## src/rtl/cost_table_pkg.sv

```systemverilog
// Shared definitions for the cost_table block.
// Holds the FSM state encoding, the default matrix geometry, and the
// saturation limit and helper used by the lookup counter.
package cost_table_pkg;

    localparam int          N_DEF       = 8;
    localparam int          COST_W_DEF  = 7;
    localparam logic [15:0] LOOKUPS_MAX = 16'hFFFF;

    typedef enum logic [1:0] {
        IDLE  = 2'd0,
        LOAD  = 2'd1,
        SERVE = 2'd2
    } state_t;

    // Increment that sticks at the maximum instead of wrapping.
    function automatic logic [15:0] sat_inc16(input logic [15:0] v);
        return (v == LOOKUPS_MAX) ? v : v + 16'd1;
    endfunction

endpackage

```

## src/rtl/cost_table_if.sv

```systemverilog
// Bus interface of cost_table.
// master: drives Start, LdValid, LdData, W, J; observes LdReady, Cost,
//         Ready, LoadErr, Lookups.
// slave : the cost_table side (mirror of master).
interface cost_table_if
    import cost_table_pkg::*;
#(
    parameter int COST_W = COST_W_DEF
);
    logic              Start;
    logic              LdValid;
    logic [COST_W-1:0] LdData;
    logic              LdReady;
    logic [2:0]        W;
    logic [2:0]        J;
    logic [COST_W-1:0] Cost;
    logic              Ready;
    logic              LoadErr;
    logic [15:0]       Lookups;

    modport master (
        output Start, LdValid, LdData, W, J,
        input  LdReady, Cost, Ready, LoadErr, Lookups
    );

    modport slave (
        input  Start, LdValid, LdData, W, J,
        output LdReady, Cost, Ready, LoadErr, Lookups
    );
endinterface

```

## src/rtl/cost_table_mem.sv

```systemverilog
// cost_mem: N*N x COST_W cost storage.
// Ports: CLK; we/waddr/wdata synchronous write port;
//        raddr/rdata combinational read port. Contents are never reset.
module cost_mem #(
    parameter int DEPTH  = 64,
    parameter int COST_W = 7,
    parameter int AW     = 6
) (
    input  logic              CLK,
    input  logic              we,
    input  logic [AW-1:0]     waddr,
    input  logic [COST_W-1:0] wdata,
    input  logic [AW-1:0]     raddr,
    output logic [COST_W-1:0] rdata
);
    logic [COST_W-1:0] mem_r [DEPTH];

    // Synchronous write port.
    always_ff @(posedge CLK) begin
        if (we) begin
            mem_r[waddr] <= wdata;
        end
    end

    assign rdata = mem_r[raddr];
endmodule

```

## src/rtl/cost_table.sv

```systemverilog
// cost_table: loads an N x N cost matrix row-major and serves lookups.
// Ports: CLK (rising edge), RST (synchronous, active-low),
//        bus (cost_table_if.slave): Start/LdValid/LdData load handshake with
//        LdReady, W/J lookup indices, Cost/Ready results, LoadErr sticky
//        misuse flag, Lookups count of index changes while serving.
module cost_table
    import cost_table_pkg::*;
#(
    parameter int N      = N_DEF,
    parameter int COST_W = COST_W_DEF
) (
    input  logic         CLK,
    input  logic         RST,
    cost_table_if.slave  bus
);
    localparam int            DEPTH = N * N;
    localparam int            AW    = (DEPTH > 1) ? $clog2(DEPTH) : 1;
    localparam logic [AW-1:0] LAST  = AW'(DEPTH - 1);

    state_t            state_r;
    state_t            state_nxt_s;
    logic [AW-1:0]     cnt_r;
    logic              accept_s;
    logic              last_s;
    logic [5:0]        wj_s;
    logic [5:0]        prev_wj_r;
    logic              in_range_s;
    logic [AW-1:0]     raddr_s;
    logic [COST_W-1:0] rdata_s;
    logic [15:0]       lookups_r;
    logic              load_err_r;

    assign last_s = (cnt_r == LAST);
    assign wj_s   = {bus.W, bus.J};

    // State register.
    always_ff @(posedge CLK) begin
        if (!RST) begin
            state_r <= IDLE;
        end else begin
            state_r <= state_nxt_s;
        end
    end

    // Next-state logic; Start always wins and (re)starts a load without
    // accepting the entry presented on that edge.
    always_comb begin
        state_nxt_s = state_r;
        accept_s    = 1'b0;
        case (state_r)
            IDLE: begin
                if (bus.Start) begin
                    state_nxt_s = LOAD;
                end else begin
                    state_nxt_s = IDLE;
                end
            end
            LOAD: begin
                if (bus.Start) begin
                    state_nxt_s = LOAD;
                end else if (bus.LdValid) begin
                    accept_s = 1'b1;
                    if (last_s) begin
                        state_nxt_s = SERVE;
                    end else begin
                        state_nxt_s = LOAD;
                    end
                end else begin
                    state_nxt_s = LOAD;
                end
            end
            SERVE: begin
                if (bus.Start) begin
                    state_nxt_s = LOAD;
                end else begin
                    state_nxt_s = SERVE;
                end
            end
            default: begin
                state_nxt_s = IDLE;
            end
        endcase
    end

    // Load entry counter: doubles as the row-major write address.
    always_ff @(posedge CLK) begin
        if (!RST) begin
            cnt_r <= '0;
        end else if (bus.Start) begin
            cnt_r <= '0;
        end else if (accept_s) begin
            cnt_r <= last_s ? '0 : cnt_r + {{(AW-1){1'b0}}, 1'b1};
        end else begin
            cnt_r <= cnt_r;
        end
    end

    // Sticky flag for load data offered while not loading.
    always_ff @(posedge CLK) begin
        if (!RST) begin
            load_err_r <= 1'b0;
        end else if (bus.Start) begin
            load_err_r <= 1'b0;
        end else if (bus.LdValid && (state_r != LOAD)) begin
            load_err_r <= 1'b1;
        end else begin
            load_err_r <= load_err_r;
        end
    end

    // Previous lookup indices, tracked every cycle so the first SERVE cycle
    // compares against what was applied during the final load cycle.
    always_ff @(posedge CLK) begin
        if (!RST) begin
            prev_wj_r <= 6'd0;
        end else begin
            prev_wj_r <= wj_s;
        end
    end

    // Lookup counter: cleared when the load completes, counts index changes.
    always_ff @(posedge CLK) begin
        if (!RST) begin
            lookups_r <= 16'd0;
        end else if (accept_s && last_s) begin
            lookups_r <= 16'd0;
        end else if ((state_r == SERVE) && (wj_s != prev_wj_r)) begin
            lookups_r <= sat_inc16(lookups_r);
        end else begin
            lookups_r <= lookups_r;
        end
    end

    // Read address decode; out-of-range indices park the address at 0 and
    // force Cost to 0 below.
    always_comb begin
        in_range_s = 1'b0;
        raddr_s    = '0;
        if ((32'(bus.W) < N) && (32'(bus.J) < N)) begin
            in_range_s = 1'b1;
            raddr_s    = AW'(32'(bus.W) * N + 32'(bus.J));
        end else begin
            in_range_s = 1'b0;
            raddr_s    = '0;
        end
    end

    cost_mem #(
        .DEPTH  (DEPTH),
        .COST_W (COST_W),
        .AW     (AW)
    ) u_mem (
        .CLK    (CLK),
        .we     (accept_s),
        .waddr  (cnt_r),
        .wdata  (bus.LdData),
        .raddr  (raddr_s),
        .rdata  (rdata_s)
    );

    // Cost is a zero-latency read, gated to SERVE and valid indices.
    always_comb begin
        bus.Cost = '0;
        if ((state_r == SERVE) && in_range_s) begin
            bus.Cost = rdata_s;
        end else begin
            bus.Cost = '0;
        end
    end

    assign bus.LdReady = (state_r == LOAD);
    assign bus.Ready   = (state_r == SERVE);
    assign bus.LoadErr = load_err_r;
    assign bus.Lookups = lookups_r;
endmodule

```

## src/flat_wrapper.sv

```systemverilog
// flat-port wrapper written by rule: the top's interface ports become plain ports
module cost_table_flat import cost_table_pkg::*;
#(
    parameter int N      = N_DEF,
    parameter int COST_W = COST_W_DEF
)
  (CLK, RST, bus_Start, bus_LdValid, bus_LdData, bus_W, bus_J, bus_LdReady, bus_Cost, bus_Ready, bus_LoadErr, bus_Lookups);
  cost_table_if #(.COST_W(COST_W)) bus_i ();
  input  logic CLK;
  input  logic RST;
  input wire logic [$bits(bus_i.Start)-1:0] bus_Start;
  input wire logic [$bits(bus_i.LdValid)-1:0] bus_LdValid;
  input wire logic [$bits(bus_i.LdData)-1:0] bus_LdData;
  input wire logic [$bits(bus_i.W)-1:0] bus_W;
  input wire logic [$bits(bus_i.J)-1:0] bus_J;
  output wire logic [$bits(bus_i.LdReady)-1:0] bus_LdReady;
  output wire logic [$bits(bus_i.Cost)-1:0] bus_Cost;
  output wire logic [$bits(bus_i.Ready)-1:0] bus_Ready;
  output wire logic [$bits(bus_i.LoadErr)-1:0] bus_LoadErr;
  output wire logic [$bits(bus_i.Lookups)-1:0] bus_Lookups;
  assign bus_i.Start = bus_Start;
  assign bus_i.LdValid = bus_LdValid;
  assign bus_i.LdData = bus_LdData;
  assign bus_i.W = bus_W;
  assign bus_i.J = bus_J;
  assign bus_LdReady = bus_i.LdReady;
  assign bus_Cost = bus_i.Cost;
  assign bus_Ready = bus_i.Ready;
  assign bus_LoadErr = bus_i.LoadErr;
  assign bus_Lookups = bus_i.Lookups;
  cost_table #(.N(N), .COST_W(COST_W)) u_core (.CLK(CLK), .RST(RST), .bus(bus_i));
endmodule
```

## config.mk

```make
export PLATFORM = sky130hd
export DESIGN_NAME = cost_table_flat
export DESIGN_NICKNAME = d
export VERILOG_FILES = /design/src/rtl/cost_table_pkg.sv /design/src/rtl/cost_table_if.sv /design/src/rtl/cost_table_mem.sv /design/src/rtl/cost_table.sv /design/src/flat_wrapper.sv
export SDC_FILE = /design/constraint.sdc
export NUM_CORES = 1
export LEC_CHECK = 0
export BUFFER_PORTS_ARGS = -buffer_cell sky130_fd_sc_hd__buf_2
export CAP_MARGIN = 20
export CORE_MARGIN = 10
export CORE_UTILIZATION = 62
export DETAILED_ROUTE_END_ITERATION = 8
export PLACE_DENSITY = 0.79
export SKIP_CTS_REPAIR_TIMING = 1
export SLEW_MARGIN = 15
export SYNTH_ARGS = -nofsm -noshare
export SYNTH_HDL_FRONTEND = slang
export SYNTH_SLANG_ARGS = --single-unit
```

## constraint.sdc

```tcl
create_clock -name CLK -period 2.4 [get_ports CLK]
set_input_delay 0 -clock CLK [delete_from_list [all_inputs] [get_ports CLK]]
set_output_delay 0 -clock CLK [all_outputs]
set_load 0.02 [all_outputs]
```

==> results of run 1 <==
-- power groups by stage --
stage | logic (mW) | clock network [mW] | registers (mW)
after floorplan | 0.432 | 0 | 9.32
after global placement | 0.729 | 0 | 9.31
after detailed placement | 0.747 | 0 | 9.31
after CTS | 0.755 | 7.16 | 9.14
after global routing | 0.843 | 7.47 | 9.13
final | 0.800 | 7.09 | 9.14
-- cells by family after synthesis --
kind of cell	after synthesis
multiplexers	152
XOR/XNOR	10
AND/OR/NAND/NOR	203
AO/OA/AOI/OAI	77
buffers and inverters	61
adder cells (fa/ha/maj)	2
flip-flops	479
-- how the worst max path moves through the flow --
| stage | startpoint | endpoint | slack, ps |
|---|---|---|---|
| after floorplan | u_core.state_r[1]$_SDFF_PN0_ | u_core.u_mem.mem_r[47][0]$_DFFE_PP_ | 460 |
| after global placement | bus_J[0] | bus_Cost[6] | 220 |
| after detailed placement | bus_J[0] | bus_Cost[6] | 200 |
| after CTS | u_core.u_mem.mem_r[23][0]$_DFFE_PP_ | bus_Cost[0] | -270 |
| after global routing | u_core.u_mem.mem_r[23][0]$_DFFE_PP_ | bus_Cost[0] | -170 |
| final | u_core.u_mem.mem_r[7][3]$_DFFE_PP_ | bus_Cost[3] | -160 |
-- metrics by stage --
step | cells | cell area (sq um) | setup slack, ps | TNS, ps
global placement | 1491 | 20400 | 218 | 0
global route | 1583 | 22100 | -169 | -476
detailed placement | 1491 | 20400 | 202 | 0
floorplan | 984 | 19100 | 464 | 0
CTS | 1573 | 21900 | -273 | -897
finish | 1583 | 22100 | -162 | -400
-- cell usage in the layout (no fill, tap or decap), drive strengths merged, types with 2 or more instances in the layout --
master / instances
xnor2: 7
nor2: 91
inv: 12
clkinvlp: 3
o311ai: 4
or3: 6
a22oi: 3
mux2i: 29
o41ai: 3
o31ai: 11
bufinv: 3
o2111ai: 3
xor2: 3
dfxtp: 31
buf: 162
a2111oi: 2
o22ai: 4
or4: 9
a211oi: 5
nand2: 38
mux2: 4
o211ai: 2
clkinv: 11
dlygate4sd3: 10
and2: 12
nand2b: 6
nand3: 8
a21oi: 23
nor3: 6
nand4: 7
or3b: 3
o21ai: 12
edfxtp: 448
or2: 2
mux4: 119
clkbuf: 63
ha: 2
nor2b: 10
-- layout make-up --
class | instances | area [sq um]
fill | 1692 | 8360
multi-input combinational | 444 | 4760
clock inverter | 19 | 191
inverter | 10 | 37.5
tap | 396 | 495
sequential | 479 | 14100
timing repair buffer | 172 | 1300
clock buffer | 63 | 1290
-- worst max-delay path: stages (launching register included) --
cell and delay [ps]:
sky130_fd_sc_hd__edfxtp_1 370, sky130_fd_sc_hd__mux4_2 500, sky130_fd_sc_hd__mux2i_1 260, sky130_fd_sc_hd__a21oi_1 130
sky130_fd_sc_hd__o2111ai_1 360, sky130_fd_sc_hd__o41ai_1 190, sky130_fd_sc_hd__buf_2 200
-- cell usage after synthesis (3+ instances only) --
| library cell | count |
|---|---|
| sky130_fd_sc_hd__o311ai_0 | 4 |
| sky130_fd_sc_hd__nand3_1 | 8 |
| sky130_fd_sc_hd__mux2_2 | 4 |
| sky130_fd_sc_hd__buf_1 | 3 |
| sky130_fd_sc_hd__or3_1 | 6 |
| sky130_fd_sc_hd__mux2i_1 | 29 |
| sky130_fd_sc_hd__dfxtp_1 | 31 |
| sky130_fd_sc_hd__nand4_1 | 7 |
| sky130_fd_sc_hd__buf_4 | 17 |
| sky130_fd_sc_hd__mux4_1 | 8 |
| sky130_fd_sc_hd__buf_6 | 4 |
| sky130_fd_sc_hd__inv_1 | 10 |
| sky130_fd_sc_hd__o41ai_1 | 3 |
| sky130_fd_sc_hd__or3b_2 | 3 |
| sky130_fd_sc_hd__a21oi_1 | 23 |
| sky130_fd_sc_hd__o31ai_1 | 11 |
| sky130_fd_sc_hd__edfxtp_1 | 448 |
| sky130_fd_sc_hd__o21ai_0 | 12 |
| sky130_fd_sc_hd__nand2_1 | 38 |
| sky130_fd_sc_hd__buf_2 | 15 |
| sky130_fd_sc_hd__xnor2_1 | 7 |
| sky130_fd_sc_hd__nor2_1 | 91 |
| sky130_fd_sc_hd__nand2b_1 | 6 |
| sky130_fd_sc_hd__a22oi_1 | 3 |
| sky130_fd_sc_hd__and2_1 | 11 |
| sky130_fd_sc_hd__mux4_2 | 111 |
| sky130_fd_sc_hd__a211oi_1 | 5 |
| sky130_fd_sc_hd__o22ai_1 | 4 |
| sky130_fd_sc_hd__xor2_1 | 3 |
| sky130_fd_sc_hd__nor2b_1 | 10 |
| sky130_fd_sc_hd__clkbuf_1 | 9 |
| sky130_fd_sc_hd__or4_1 | 9 |
| sky130_fd_sc_hd__nor3_1 | 6 |
-- state kept, by name, indices dropped and copies added (netlist names) --
register / flops
u_core.bus.Lookups: 16
u_core.cnt_r: 6
u_core.state_r: 2
u_core.bus.LoadErr: 1
u_core.u_mem.mem_r: 448
u_core.prev_wj_r: 6
-- routing by layer --
layer,vias to the layer above,GRT usage [%]
met5,-,0
met4,0,8.91
met3,113,4.37
met2,632,37.8
met1,5312,30.6
li1,4340,-
==> results.cfg, run 1 <==
[route]
routed-wl-met3_um = 3900
wire_length_the_detailed_router_placed_on_met1_um = 16700
vias = 10397
first_pass_drt_iterations = 7
route.antenna.remaining_nets = 0
viasPerCell = 6.57
drt_iter0_drc = 1281
met2_length_um = 22500
postRouteWirelength_um = 44700
avgRoutedWirePerCell_um = 28.2
dr.max_layer_used = met4
drt_drc_violations_left = 0

[min_path]
worst_hold_path.endpoint = u_core.u_mem.mem_r[17][3]$_DFFE_PP_
count_of_cells_along_the_worst_hold_path = 1
min-delay-start = bus_LdData[3]
hold_class = in -> reg

[floorplanning]
core_area_sq_um = 30500
initial_core_util_pct = 62.6
chipWidth_um = 195
floorplan.rows = 64
die_y_um = 195
die-area_sq_um = 38200
io_pins = 43

[setup_path]
ff2ff_path_depth = 5
rrSetupSlack_ps = 240
crit_arrival_ps = 2560
critical_path.reg2reg.endpoint = u_core.u_mem.mem_r[33][4]$_DFFE_PP_
critPathCaptureType = output port
setup.worst_path.start_class = register
r2r_start = u_core.state_r[1]$_SDFF_PN0_
critical_path_class = reg -> out
largest_driver_fanout_on_the_critical_path = 1
worst-endpoint-required_ps = 2400

[place]
detailed_place_hpwl_um = 27800
routabilityCongestion = 0.892
placement.io_buffers = 42

[sta]
finalHoldViolations = 0
unrepaired_setup_endpoints_after_global_routing = true
remaining_max_slew_budget_at_the_tightest_pin_pct = 47.0
maxClockFrequency_ghz = 0.390
timing.final.setup_violations = 3
fin_worst_setup_slack_ps = -162
whs_ps = 8.76
slew_viol_final = 0
finClkSkew_ps = 15.7
worst_pin_slew_ps = 794
timing.final.crit_share_pct = 107
finalWorstPathRequiredPeriod_ps = 2560

[yosys]
synth_top_cell_by_area = sky130_fd_sc_hd__edfxtp_1
postSynth.asyncResetShare_pct = 0
yosys-top-cells-area = sky130_fd_sc_hd__edfxtp_1 (70%), sky130_fd_sc_hd__mux4_2 (13%), sky130_fd_sc_hd__dfxtp_1 (3.3%)
dominantRegCellSynth = sky130_fd_sc_hd__edfxtp_1
synth-xor-area-share_pct = 0.459
largest_family_of_logic_cells_by_synthesized_area = multiplexers
yosys.area_share.adder_pct = 0.131
yosys_top_cell_area_share_pct = 70.5
unique_cell_type_count_in_the_yosys_netlist = 52
synth.mux.area_fraction_pct = 16.0
synth_seq_cells = 479
synth-compound-area-share_pct = 2.70
synthCells = 984
proportion_of_synthesized_chip_area_in_sequential_cells_pct = 73.7
avgSynthCellArea_sq_um = 19.4
synthSimpleGateAreaFrac_pct = 5.08
syn_area_sq_um = 19100
syn_nets = 1003
synth-edff-count = 448
synth_warnings = 0

[pwr]
leakagePower_nw = 7.25
ir_worst_vdd_v = 0.000504
internal_power_mw = 13.5
comb_power_share_pct = 4.7
switching_share_pct = 20.4
clock_power_share_pct = 41.6
power_frac_seq_pct = 53.7
power_switching_mw = 3.48
total_power_density_per_cell_area_nw_per_um2 = 769
finalPower_mw = 17.0

[clock_tree]
worst_setup_hold_path_clk_slew_ps = 70
cts_inserted_buffers = 46
cts_tree = yes
max-clock-path-buffers = 3
numClockSinks = 479
insertion_delay_ps = 560
clock_tree.root_cell = sky130_fd_sc_hd__clkbuf_16
htree_num_levels = 2

[grt]
grt_max_degree = 65
grt.overflow.total = 0
groute.usage.overall_pct = 23.2
first_pass_grt_wire_length_um = 66900
antenna_found_initial = 0
grt_pass1_vias = 10462

[flow_run]
maxCapViolations = 0

[cells_and_area]
drive_gt1_share_pct = 31.6
n_antenna_cell = 0
area_delta_synth_final_pct = 16.0
finish.utilization_pct = 72.6
fin_nets = 1172

[status]
outcome = finished with violations
violations_in_the_final_reports = setup timing
No activity file was read; power rests on OpenSTA's default activity.
==> inputs of run 2 (changes only) <==
--- a/config.mk
+++ b/config.mk
@@ -8,9 +8,10 @@
 export BUFFER_PORTS_ARGS = -buffer_cell sky130_fd_sc_hd__buf_2
 export CAP_MARGIN = 20
 export CORE_MARGIN = 10
-export CORE_UTILIZATION = 62
+export CORE_UTILIZATION = 60
 export DETAILED_ROUTE_END_ITERATION = 8
-export PLACE_DENSITY = 0.79
+export PLACE_DENSITY = 0.77
+export RECOVER_POWER = 25
 export SKIP_CTS_REPAIR_TIMING = 1
 export SLEW_MARGIN = 15
 export SYNTH_ARGS = -nofsm -noshare
==> results.cfg, run 2 (same netlist as run 1, synthesis figures left out) <==
[clock_tree]
htree_num_levels = 2
max-clock-path-buffers = 3
insertion_delay_ps = 550
worst_setup_hold_path_clk_slew_ps = 60
cts_inserted_buffers = 47
cts_tree = yes
numClockSinks = 479
clock_tree.root_cell = sky130_fd_sc_hd__clkbuf_16

[route]
postRouteWirelength_um = 43700
first_pass_drt_iterations = 6
wire_length_the_detailed_router_placed_on_met1_um = 17100
route.antenna.remaining_nets = 0
avgRoutedWirePerCell_um = 27.4
drt_drc_violations_left = 0
met2_length_um = 21600
drt_iter0_drc = 1280
dr.max_layer_used = met4
vias = 10351
viasPerCell = 6.48
routed-wl-met3_um = 3540

[place]
placement.io_buffers = 42
post_placement_setup_slack_ps = 122
routabilityCongestion = 0.892
place_inst = 1501
postPlaceCellArea_sq_um = 20500
detailed_place_hpwl_um = 28300

[setup_path]
critical-path-slowest-cell = sky130_fd_sc_hd__mux4_2
largest_driver_fanout_on_the_critical_path = 1
worst-endpoint-required_ps = 2400
critPathCaptureType = output port
critical_path_class = reg -> out
crit_buf_inv = 1
critPathTopFamily = multiplexers
most_repeated_library_cell_on_the_critical_path = sky130_fd_sc_hd__mux4_2
critPathMaxStageDelay_ps = 510
crit_chain = mux4_2, mux4_2, o2111ai_2, o211ai_1, buf_2
setup.worst_path.start_class = register
crit_arrival_ps = 2550

[grt]
grt.overflow.total = 0
grt_max_degree = 65
first_pass_grt_wire_length_um = 65400
groute.usage.overall_pct = 22.6
grt_pass1_vias = 10277
antenna_found_initial = 0

[sta]
worst_pin_slew_ps = 1580
maxClockFrequency_ghz = 0.392
finalHoldViolations = 0
finalWorstPathRequiredPeriod_ps = 2550
finClkSkew_ps = 25.6
tns_ps = -275
slew_viol_final = 34
timing.final.setup_violations = 4
unrepaired_setup_endpoints_after_global_routing = true
fin_worst_setup_slack_ps = -148
remaining_max_slew_budget_at_the_tightest_pin_pct = -5.10
timing.final.crit_share_pct = 106

[floorplanning]
die_y_um = 198
core_area_sq_um = 31500
chipWidth_um = 198
io_pins = 43
initial_core_util_pct = 60.7
floorplan.rows = 65
die-area_sq_um = 39400

[cells_and_area]
n_antenna_cell = 0
number_of_flip_flops_in_the_largest_register = 448
final_cells = 1598
finish.utilization_pct = 70.5
drive_gt1_share_pct = 31.2
finish.instance_area_sq_um = 22200
area_delta_synth_final_pct = 16.2
most_frequent_cells_in_the_layout = sky130_fd_sc_hd__edfxtp_1 (448), sky130_fd_sc_hd__buf_4 (117), sky130_fd_sc_hd__mux4_2 (115), sky130_fd_sc_hd__nor2_1 (90), sky130_fd_sc_hd__clkbuf_16 (47)
fin_nets = 1178
top_register = u_core.u_mem.mem_r
fillCellCount = 1854
layout.cells.most_common = sky130_fd_sc_hd__edfxtp_1

[status]
outcome = finished with violations
violations_in_the_final_reports = capacitance limit, slew limit, setup timing

[flow_run]
maxCapViolations = 1

[pwr]
total_power_density_per_cell_area_nw_per_um2 = 771
ir_worst_vdd_v = 0.000641
leakagePower_nw = 7.28

[min_path]
hold_class = in -> reg
-- run 2: final timing paths --
| check | slack [ps] | from | cells after the start | to |
|---|---|---|---|---|
| setup / recovery | -150 | u_core.u_mem.mem_r[7][0]$_DFFE_PP_ | 5 | bus_Cost[0] |
| hold / removal | 6 | bus_J[1] | 3 | u_core.prev_wj_r[1]$_SDFF_PN0_ |
| setup reg to reg | 190 | u_core.state_r[1]$_SDFF_PN0_ | 5 | u_core.u_mem.mem_r[2][6]$_DFFE_PP_ |
| hold reg to reg | 470 | u_core.bus.LoadErr$_SDFFE_PP0P_ | 2 | u_core.bus.LoadErr$_SDFFE_PP0P_ |
-- run 2: layout make-up --
cell class / instances / area [sq um] / area share, %
well taps: 402 / 503 / 2.27
clock inverters: 29 / 272 / 1.22
flip-flops and latches: 479 / 14100 / 63.5
clock buffers: 57 / 1220 / 5.52
multi-input cells: 444 / 4710 / 21.2
inverters: 10 / 37.5 / 0.169
repair buffers: 177 / 1360 / 6.14
-- run 2: metrics by stage --
step / hold WS [ps] / total power, mW
2_1_floorplan: 98.9 / 9.75
3_3_place_gp: 279 / 10.1
3_5_place_dp: 276 / 10.1
4_1_cts: -278 / 17.2
5_1_grt: 23.1 / 17.5
6_report: 5.64 / 17.1
-- run 2: per-layer routing --
| metal | vias up | track usage (%) |
|---|---|---|
| li1 | 4360 | - |
| met1 | 5339 | 30.1 |
| met2 | 542 | 36.8 |
| met3 | 110 | 4.33 |
| met4 | 0 | 8.00 |
| met5 | - | 0 |
-- run 2: worst reg2reg max path, delay by kind of cell (launching register included) --
| family | cells | cell delay (ps) |
|---|---|---|
| AND/OR/NAND/NOR | 4 | 1330 |
| flip-flops | 1 | 350 |
| buffers and inverters | 1 | 230 |
-- run 2: report_power, final --
part           switching (mW)  leakage [nW]  internal, mW  total [mW]
registers             0.00613          4.28          9.13        9.14
clock network            2.99         0.732          4.17        7.16
logic                   0.460          2.27         0.337       0.797
==> inputs of run 3 (changes only) <==
--- a/config.mk
+++ b/config.mk
@@ -5,10 +5,12 @@
 export SDC_FILE = /design/constraint.sdc
 export NUM_CORES = 1
 export LEC_CHECK = 0
+export ABC_AREA = 1
 export BUFFER_PORTS_ARGS = -buffer_cell sky130_fd_sc_hd__buf_2
 export CAP_MARGIN = 20
 export CORE_MARGIN = 10
 export CORE_UTILIZATION = 60
+export CTS_BUF_LIST = sky130_fd_sc_hd__clkbuf_8
 export DETAILED_ROUTE_END_ITERATION = 8
 export PLACE_DENSITY = 0.77
 export RECOVER_POWER = 25
==> results.cfg, run 3 <==
[setup_path]
critical-path-slowest-cell = sky130_fd_sc_hd__dlygate4sd3_1
worst-path-stages = 10
r2r_start = u_core.cnt_r[0]$_SDFFE_PP0P_
cp_endpoint = bus_Cost[5]
setup.worst_path.start_class = primary input
critPathTopFamily = buffers and inverters
critPathMaxStageDelay_ps = 510
crit_chain = dlygate4sd3_1, buf_2, buf_4, nand3_1, nand2_1, nand2_1, nand3_1, nand3_1, a21oi_1, buf_2
critical_path.startpoint = bus_J[2]
most_repeated_library_cell_on_the_critical_path = sky130_fd_sc_hd__nand3_1
critical_path.reg2reg.endpoint = u_core.u_mem.mem_r[39][3]$_DFFE_PP_
crit_arrival_ps = 2320
critPathCaptureType = output port
crit_buf_inv = 4
rrSetupSlack_ps = 360
ff2ff_path_depth = 6
worst-endpoint-required_ps = 2400
largest_driver_fanout_on_the_critical_path = 35
critical_path_class = in -> out

[sta]
remaining_max_slew_budget_at_the_tightest_pin_pct = -0.583
finClkSkew_ps = 27.2
maxClockFrequency_ghz = 0.432
worst_pin_slew_ps = 1510
finalWorstPathRequiredPeriod_ps = 2320
timing.final.crit_share_pct = 96.5
slew_viol_final = 27
finalHoldViolations = 0
timing.final.setup_violations = 0
tns_ps = 0
unrepaired_setup_endpoints_after_global_routing = false

[yosys]
synthSimpleGateAreaFrac_pct = 24.1
syn_nets = 1836
syn_area_sq_um = 20000
synth.mux.area_fraction_pct = 0
synthTopCellsByCount = sky130_fd_sc_hd__nand2_1 (629), sky130_fd_sc_hd__edfxtp_1 (448), sky130_fd_sc_hd__nand3_1 (392)
yosys.area_share.adder_pct = 0.125
synth-xor-area-share_pct = 0.831
synthCells = 1817
avgSynthCellArea_sq_um = 11.0
dominantRegCellSynth = sky130_fd_sc_hd__edfxtp_1
synth-compound-area-share_pct = 0.794
largest_family_of_logic_cells_by_synthesized_area = simple AND/OR/NAND/NOR gates
synth_top_cell_by_area = sky130_fd_sc_hd__edfxtp_1
synth_warnings = 0
proportion_of_synthesized_chip_area_in_sequential_cells_pct = 70.3
unique_cell_type_count_in_the_yosys_netlist = 30
synth_seq_cells = 479
postSynth.asyncResetShare_pct = 0
yosys-top-cells-area = sky130_fd_sc_hd__edfxtp_1 (67%), sky130_fd_sc_hd__nand2_1 (12%), sky130_fd_sc_hd__nand3_1 (9.8%)
synthMostInstantiatedCell = sky130_fd_sc_hd__nand2_1
yosys_top_cell_area_share_pct = 67.2
synth-edff-count = 448

[floorplanning]
die-area_sq_um = 41100
initial_core_util_pct = 61.2
core_area_sq_um = 32700
die_y_um = 203
io_pins = 43
floorplan.rows = 66
chipWidth_um = 203

[route]
vias = 14149
viasPerCell = 5.77
avgRoutedWirePerCell_um = 20.3
route.antenna.remaining_nets = 0
drt_iter0_drc = 1475
postRouteWirelength_um = 49700
drt_drc_violations_left = 0
first_pass_drt_iterations = 6

[grt]
grt_pass1_vias = 13807
grt.overflow.total = 0
antenna_found_initial = 0
groute.usage.overall_pct = 23.9
grt_max_degree = 71
first_pass_grt_wire_length_um = 76800

[clock_tree]
worst_setup_hold_path_clk_slew_ps = 60
max-clock-path-buffers = 3
numClockSinks = 479
cts_inserted_buffers = 76
insertion_delay_ps = 600
htree_num_levels = 3
clock_tree.root_cell = sky130_fd_sc_hd__clkbuf_8
cts_tree = yes

[pwr]
leakagePower_nw = 8.50
comb_power_share_pct = 6.0
ir_worst_vdd_v = 0.000438
power_switching_mw = 3.81
switching_share_pct = 23.3
power_frac_seq_pct = 55.8
internal_power_mw = 12.6
total_power_density_per_cell_area_nw_per_um2 = 725
clock_power_share_pct = 38.2
finalPower_mw = 16.4

[cells_and_area]
drive_gt1_share_pct = 12.1
n_antenna_cell = 0
most_frequent_cells_in_the_layout = sky130_fd_sc_hd__nand2_1 (629), sky130_fd_sc_hd__edfxtp_1 (448), sky130_fd_sc_hd__nand3_1 (392), sky130_fd_sc_hd__buf_4 (93), sky130_fd_sc_hd__nor2_1 (87)
finish.utilization_pct = 69.0
fin_nets = 1970
number_of_flip_flops_in_the_largest_register = 448
layout.cells.most_common = sky130_fd_sc_hd__nand2_1
top_register = u_core.u_mem.mem_r
fillCellCount = 2428
area_delta_synth_final_pct = 12.8

[place]
routabilityCongestion = 0.901
placement.io_buffers = 42
detailed_place_hpwl_um = 30700

[status]
outcome = finished with violations
violations_in_the_final_reports = capacitance limit, slew limit

[min_path]
hold_class = in -> reg

[flow_run]
maxCapViolations = 2
[run 3: changes by cell type after synthesis, sizes merged, moves of 11 or more]
cell   delta
o31ai    -11
o21ai    -11
nor3     +11
mux4    -119
mux2i    -29
nand2   +592
and2     -12
nand3   +384
buf      +44
inv      +32
[run 3: logic make-up after synthesis]
logic type,Yosys count
AO/OA/AOI/OAI,30
XOR/XNOR,19
buffers and inverters,148
AND/OR/NAND/NOR,1139
adder cells (fa/ha/maj),2
flip-flops,479
[run 3: stage by stage]
| step | instance area [sq um] | hold WS [ps] | setup WS, ps | cells |
|---|---|---|---|---|
| CTS | 22500 | -349 | 205 | 2440 |
| global placement | 21100 | 268 | 485 | 2303 |
| floorplan | 20000 | 84.5 | 326 | 1817 |
| global route | 22600 | 26.5 | 25.4 | 2452 |
| detailed placement | 21100 | 278 | 433 | 2303 |
| finish | 22600 | 2.99 | 83.3 | 2452 |
[run 3: worst min-delay path by stage]
| stage | cells after the start | slack (ps) | end | from |
|---|---|---|---|---|
| 2_1_floorplan | 1 | 80 | u_core.cnt_r[3]$_SDFFE_PP0P_ | bus_Start |
| 3_3_place_gp | 2 | 270 | u_core.cnt_r[3]$_SDFFE_PP0P_ | bus_Start |
| 3_5_place_dp | 2 | 280 | u_core.cnt_r[3]$_SDFFE_PP0P_ | bus_Start |
| 4_1_cts | 2 | -350 | u_core.cnt_r[3]$_SDFFE_PP0P_ | bus_Start |
| 5_1_grt | 3 | 30 | u_core.prev_wj_r[3]$_SDFF_PN0_ | bus_W[0] |
| 6_report | 3 | 3 | u_core.prev_wj_r[3]$_SDFF_PN0_ | bus_W[0] |
[run 3: area by class of cell]
class                           count  area [sq um]  area share, %
Clock buffer                       79          1090           4.82
Clock inverter                     58           272           1.20
Inverter                           44           171          0.759
Multi-Input combinational cell   1190          5180           23.0
Sequential cell                   479         14100           62.3
Tap cell                          442           553           2.45
Timing Repair Buffer              160          1240           5.49
[run 3: worst min-delay path: stages]
cell	delay, ps
sky130_fd_sc_hd__buf_2	350
sky130_fd_sc_hd__nand2_1	160
sky130_fd_sc_hd__inv_1	40
[run 3: layer usage]
layer  share of wire, %  routed length, um  vias up  track usage [%]
li1                   -                  -     6567                -
met1                 39              19500     6698             31.7
met2                 48              23800      743             38.0
met3                9.1               4510      141             4.09
met4                3.9               1930        0             10.7
met5                  0                  0        -                0
[run 3: power groups by stage]
stage	clock network (mW)	logic, mW	registers, mW
global route	6.72	1.07	9.14
finish	6.25	0.981	9.14
global placement	0	0.937	9.31
CTS	6.34	0.960	9.14
floorplan	0	0.569	9.32
detailed placement	0	0.955	9.31
